### src/rtl/cordic_request_arbiter.sv
// rtl/cordic_request_arbiter.sv - round-robin arbiter sharing one CORDIC engine between two requesters
module cordic_request_arbiter #(
    parameter int                    DATA_WIDTH     = 8,
    parameter logic [DATA_WIDTH-1:0] X_INIT         = 8'h4B,
    parameter int                    TIMEOUT_CYCLES = 32
) (
    input  logic                  clk_i,
    input  logic                  rst_i,
    input  logic                  req0_valid_i,
    input  logic [DATA_WIDTH-1:0] req0_z_i,
    output logic                  req0_ready_o,
    input  logic                  req1_valid_i,
    input  logic [DATA_WIDTH-1:0] req1_z_i,
    output logic                  req1_ready_o,
    output logic [DATA_WIDTH-1:0] cordic_x_o,
    output logic [DATA_WIDTH-1:0] cordic_y_o,
    output logic [DATA_WIDTH-1:0] cordic_z_o,
    output logic                  cordic_start_strobe_o,
    input  logic [DATA_WIDTH-1:0] cordic_x_i,
    input  logic                  cordic_done_strobe_i,
    output logic [DATA_WIDTH-1:0] rsp_x_o,
    output logic                  rsp_id_o,
    output logic                  rsp_err_o,
    output logic                  rsp_valid_strobe_o,
    output logic                  busy_o
);

    localparam int               CNT_W    = $clog2(TIMEOUT_CYCLES);
    localparam logic [CNT_W-1:0] CNT_LAST = CNT_W'(TIMEOUT_CYCLES - 1);

    typedef enum logic [1:0] {
        S_IDLE  = 2'd0,
        S_ISSUE = 2'd1,
        S_WAIT  = 2'd2
    } state_e;

    state_e                  state_q, state_d;
    logic                    last_id_q, last_id_d;
    logic                    owner_q, owner_d;
    logic [DATA_WIDTH-1:0]   z_q, z_d;
    logic [CNT_W-1:0]        cnt_q, cnt_d;
    logic [DATA_WIDTH-1:0]   rsp_x_q, rsp_x_d;
    logic                    rsp_id_q, rsp_id_d;
    logic                    rsp_err_q, rsp_err_d;
    logic                    rsp_valid_q, rsp_valid_d;

    logic grant;
    logic accept;
    logic done_evt;
    logic timeout_evt;

    // Ties go to the requester that was not served last.
    always_comb begin
        grant = 1'b0;
        if (req0_valid_i && req1_valid_i) begin
            grant = ~last_id_q;
        end else if (req1_valid_i) begin
            grant = 1'b1;
        end
    end

    assign accept      = (state_q == S_IDLE) && (req0_valid_i || req1_valid_i);
    assign done_evt    = (state_q == S_WAIT) && cordic_done_strobe_i;
    assign timeout_evt = (state_q == S_WAIT) && !cordic_done_strobe_i && (cnt_q == CNT_LAST);

    always_ff @(posedge clk_i or posedge rst_i) begin
        if (rst_i) begin
            state_q <= S_IDLE;
        end else begin
            state_q <= state_d;
        end
    end

    always_comb begin
        state_d = state_q;
        case (state_q)
            S_IDLE:  if (accept) state_d = S_ISSUE;
            S_ISSUE: state_d = S_WAIT;
            S_WAIT:  if (done_evt || timeout_evt) state_d = S_IDLE;
            default: state_d = S_IDLE;
        endcase
    end

    always_comb begin
        req0_ready_o          = (state_q == S_IDLE) && req0_valid_i && (grant == 1'b0);
        req1_ready_o          = (state_q == S_IDLE) && req1_valid_i && (grant == 1'b1);
        cordic_start_strobe_o = (state_q == S_ISSUE);
        busy_o                = (state_q != S_IDLE);
    end

    always_comb begin
        last_id_d   = last_id_q;
        owner_d     = owner_q;
        z_d         = z_q;
        cnt_d       = cnt_q;
        rsp_x_d     = rsp_x_q;
        rsp_id_d    = rsp_id_q;
        rsp_err_d   = rsp_err_q;
        rsp_valid_d = 1'b0;
        if (accept) begin
            owner_d   = grant;
            last_id_d = grant;
            z_d       = grant ? req1_z_i : req0_z_i;
        end
        if (state_q == S_ISSUE) begin
            cnt_d = '0;
        end
        if (state_q == S_WAIT) begin
            cnt_d = cnt_q + 1'b1;
        end
        if (done_evt) begin
            rsp_x_d     = cordic_x_i;
            rsp_id_d    = owner_q;
            rsp_err_d   = 1'b0;
            rsp_valid_d = 1'b1;
        end else if (timeout_evt) begin
            rsp_x_d     = '0;
            rsp_id_d    = owner_q;
            rsp_err_d   = 1'b1;
            rsp_valid_d = 1'b1;
        end
    end

    always_ff @(posedge clk_i or posedge rst_i) begin
        if (rst_i) begin
            last_id_q   <= 1'b1;
            owner_q     <= 1'b0;
            z_q         <= '0;
            cnt_q       <= '0;
            rsp_x_q     <= '0;
            rsp_id_q    <= 1'b0;
            rsp_err_q   <= 1'b0;
            rsp_valid_q <= 1'b0;
        end else begin
            last_id_q   <= last_id_d;
            owner_q     <= owner_d;
            z_q         <= z_d;
            cnt_q       <= cnt_d;
            rsp_x_q     <= rsp_x_d;
            rsp_id_q    <= rsp_id_d;
            rsp_err_q   <= rsp_err_d;
            rsp_valid_q <= rsp_valid_d;
        end
    end

    assign cordic_x_o         = X_INIT;
    assign cordic_y_o         = '0;
    assign cordic_z_o         = z_q;
    assign rsp_x_o            = rsp_x_q;
    assign rsp_id_o           = rsp_id_q;
    assign rsp_err_o          = rsp_err_q;
    assign rsp_valid_strobe_o = rsp_valid_q;

endmodule
### config.mk
export PLATFORM = sky130hd
export DESIGN_NAME = cordic_request_arbiter
export DESIGN_NICKNAME = d
export VERILOG_FILES = /design/src/rtl/cordic_request_arbiter.sv
export SDC_FILE = /design/constraint.sdc
export NUM_CORES = 1
export LEC_CHECK = 0
export ABC_AREA = 1
export BUFFER_PORTS_ARGS = -buffer_cell sky130_fd_sc_hd__buf_2
export CAP_MARGIN = 20
export CELL_PAD_IN_SITES_DETAIL_PLACEMENT = 1
export CELL_PAD_IN_SITES_GLOBAL_PLACEMENT = 1
export CORE_UTILIZATION = 30
export CTS_BUF_LIST = sky130_fd_sc_hd__clkbuf_8 sky130_fd_sc_hd__clkbuf_16
export CTS_CLUSTER_SIZE = 28
export DETAILED_ROUTE_END_ITERATION = 8
export HOLD_SLACK_MARGIN = 0.1
export PLACE_DENSITY = 0.82
export SYNTH_ARGS = -nofsm -noshare
export SYNTH_HDL_FRONTEND = slang
export SYNTH_SLANG_ARGS = --single-unit
### constraint.sdc
create_clock -name clk_i -period 1.4 [get_ports clk_i]
set_input_delay 0.14 -clock clk_i [delete_from_list [all_inputs] [get_ports clk_i]]
set_output_delay 0.14 -clock clk_i [all_outputs]
set_load 0.005 [all_outputs]
==> qor.txt <==
status - complete, but fails checks
failing checks - negative setup slack
Levels on crit path - 5
Skew-Pair Late Insertion Delay - 0.27 ns
Initial Utilization - 32.2%
final instance area - 2290 um^2
register area share after synthesis - 44.6%
hold path depth - 3
maximum VDD drop - 989 uV
share of the synthesized area in the top cell type - 43.0%
distinct cell type count after synthesis - 20
die footprint - 5540 um^2
internal power - 0.00254 W
Via density - 4.38
Period minus WS final - 1.40 ns
CP top delay family - flip-flops
CP startpoint kind - flip-flop
Post-Synthesis Cells - 196
Hold Path Class - in2reg
clk_skew - 0.00100 ns
Comb power frac - 51.4%
final setup vio count - 1
TritonCTS Sinks - 28
Seq pwr share - 33.1%
CTS H-tree lvls - 1
share of layout cells above drive strength 1 - 41.6%
Slew Viols, Final - 0
Fin. Hold Viols - 0
initial antenna violation count - 0
Max Cap Violations - 0
FF+latch count, synth - 28
Mean Syn Cell Area - 8.02 um^2
Worst Setup End Kind - output pin
Ant. Diodes - 0
crit path DAT - 1.26 ns
drt first pass iters - 4
CTS tree - done
CP bufs+invs - 2
pwr/cell area - 1800 nW/um^2
crit path cell chain - nand2_4 -> nand2_8 -> buf_12 -> nor2_4 -> buf_2
Switching Power - 0.00158 W
GP Congestion - 0.743
crit-path max cell delay - 0.57 ns
Layout area overhead - 45.4%
setup tns final - -0.00424 ns
RSZ-0062 raised after global routing - yes
number of I/O pins - 68
Register-to-Register Path Depth - 8
Leak - 1.30 nW
Detail Placement HPWL - 3130 um
Max FO, Critical Path - 3
fmax - 712 MHz
Total Routed Length - 4790 um
Setup CP Type - reg2out
Core Region - 4880 um^2
drc violations - 0
Post-Syn Area - 1570 um^2
Req. time, crit path - 1.26 ns
Clk pwr share - 15.4%
gr ovfl total - 0
top post-synthesis cells by area - dfrtp_1 (43%), nand2_1 (12%), nand3_1 (11%), buf_4 (8.6%), inv_1 (6.2%)
Worst-path clk slew - 0.10 ns
initial DRC count - 48
Tcrit/Tclk final - 100%
vias in the first global route - 1590
GRT Total Usage - 17.8%
hold_ws - 0.121 ns
Syn. warnings - 0
setup ws final - -0.00424 ns
post-route ant nets - 0
die width - 74.4 um
Vias - 1495
die height - 74.4 um
Synth area leader - dfrtp_1
Slowest-stage cell, CP - dfstp_2
Core Rows - 25
Switching Share - 38.3%
CTS Buffer Depth - 2
Final nets - 309
PortBufs - 51
Avg WL per Cell - 14.0 um
largest net degree at the start of global routing - 29
clock root cell - clkbuf_8
first-pass GRT wire length - 7360 um
Placed Area - 1890 um^2
CTS Buf Count - 3
-- synth_stat cells (all sizes together) --
master,count
conb,2
or2,1
buf,22
nand3,36
inv,29
ha,5
o21ai,2
nor2,10
dfrtp,27
dfstp,1
nand2,56
a21oi,5
-- stage by stage --
stage / utilization (%) / cells / total power (W) / setup slack (ns)
finish: 46.9 / 341 / 0.00412 / -0.00424
floorplan: - / 210 / 0.00229 / 0.00954
detailed placement: 38.6 / 317 / 0.00303 / -0.0547
CTS: 44.8 / 338 / 0.00395 / -0.00940
global placement: 38.6 / 317 / 0.00293 / 0.0317
global route: 46.9 / 341 / 0.00442 / -0.0626
-- repair_timing --
| item | CTS | global route |
|---|---|---|
| resized for setup | 21 | 15 |
| endpoints found under the setup margin | 19 | 16 |
| cloned | 0 | 0 |
| endpoints found under the hold margin | 32 | 0 |
| buffers inserted | 11 | 4 |
| pin swaps | 10 | 7 |
| hold buffers | 6 | 0 |
-- metal layers --
layer  up-vias  part of all wire (%)  track usage [%]
met5         -                     0                0
met1       731                    41             21.3
met2        35                    54             32.8
li1        723                     -                -
met3         6                   2.9             1.49
met4         0                   1.9             6.92
-- cell type report --
class,instances,area [um^2]
clock inverters,1,30.0
flip-flops and latches,28,702
inverters,29,111
repair buffers,82,539
clock buffers,3,41.3
well taps,67,83.8
multi-input cells,131,779
fillers,624,2590
-- worst register-to-register path: cells and delay by family, from the launching register on --
family | cells | cell delay [ns]
flops | 1 | 0.37
buf+inv | 1 | 0.15
simple gates | 5 | 0.37
fa+ha+maj | 2 | 0.37
-- final timing paths --
check / slack [ns] / endpoint / start
min in group asynchronous: 0.46 / cordic_z_o[2] / rst_i
worst min-delay path: 0.12 / rsp_x_o[7] / cordic_x_i[7]
worst min register to register: 0.49 / cordic_z_o[4] / cordic_z_o[4]
max in group asynchronous: 0.63 / last_id_q / rst_i
worst max-delay path: -0.004 / req1_ready_o / last_id_q
worst max register to register: 0.02 / rsp_x_o[1] / cnt_q[1]
-- power by group through the flow --
| stage | Combinational [W] | Sequential [W] | Clock, W |
|---|---|---|---|
| floorplan | 0.000935 | 0.00136 | 0 |
| global placement | 0.00159 | 0.00134 | 0 |
| detailed placement | 0.00167 | 0.00136 | 0 |
| CTS | 0.00194 | 0.00135 | 0.000658 |
| global route | 0.00233 | 0.00140 | 0.000686 |
| finish | 0.00212 | 0.00136 | 0.000636 |
-- cells by family (layout without fill, tap and decap cells) --
family	Yosys count	after routing	share of synthesized area [%]
AND/OR/NAND/NOR	103	103	30.5
buffers and inverters	51	115	18.0
flip-flops	28	28	44.6
AO/OA/AOI/OAI	7	7	2.47
adder cells (fa/ha/maj)	5	5	3.98
other	2	16	0.478
-- registers in the layout (all words and copies together), names as in the netlist --
signal and cells:
cordic_z_o 8, rsp_x_o 8, cnt_q 5, state_q 2, last_id_q 1, owner_q 1, rsp_err_o 1, rsp_id_o 1
rsp_valid_strobe_o 1
-- placed cells by master, fill, tap and decap left out, types with 2 or more instances in the layout --
| master | instances |
|---|---|
| buf_2 | 51 |
| nand2_1 | 47 |
| nand3_1 | 30 |
| dfrtp_1 | 27 |
| inv_1 | 22 |
| buf_4 | 20 |
| conb_1 | 16 |
| inv_2 | 6 |
| dlygate4sd3_1 | 6 |
| nand3_2 | 5 |
| nor2_1 | 5 |
| nand2_4 | 4 |
| nor2_4 | 4 |
| a21oi_1 | 4 |
| nand2_2 | 3 |
| ha_4 | 3 |
| clkbuf_8 | 3 |
| buf_6 | 3 |
| nand2_8 | 2 |
| buf_12 | 2 |
Power figures use the tool's default switching activity.
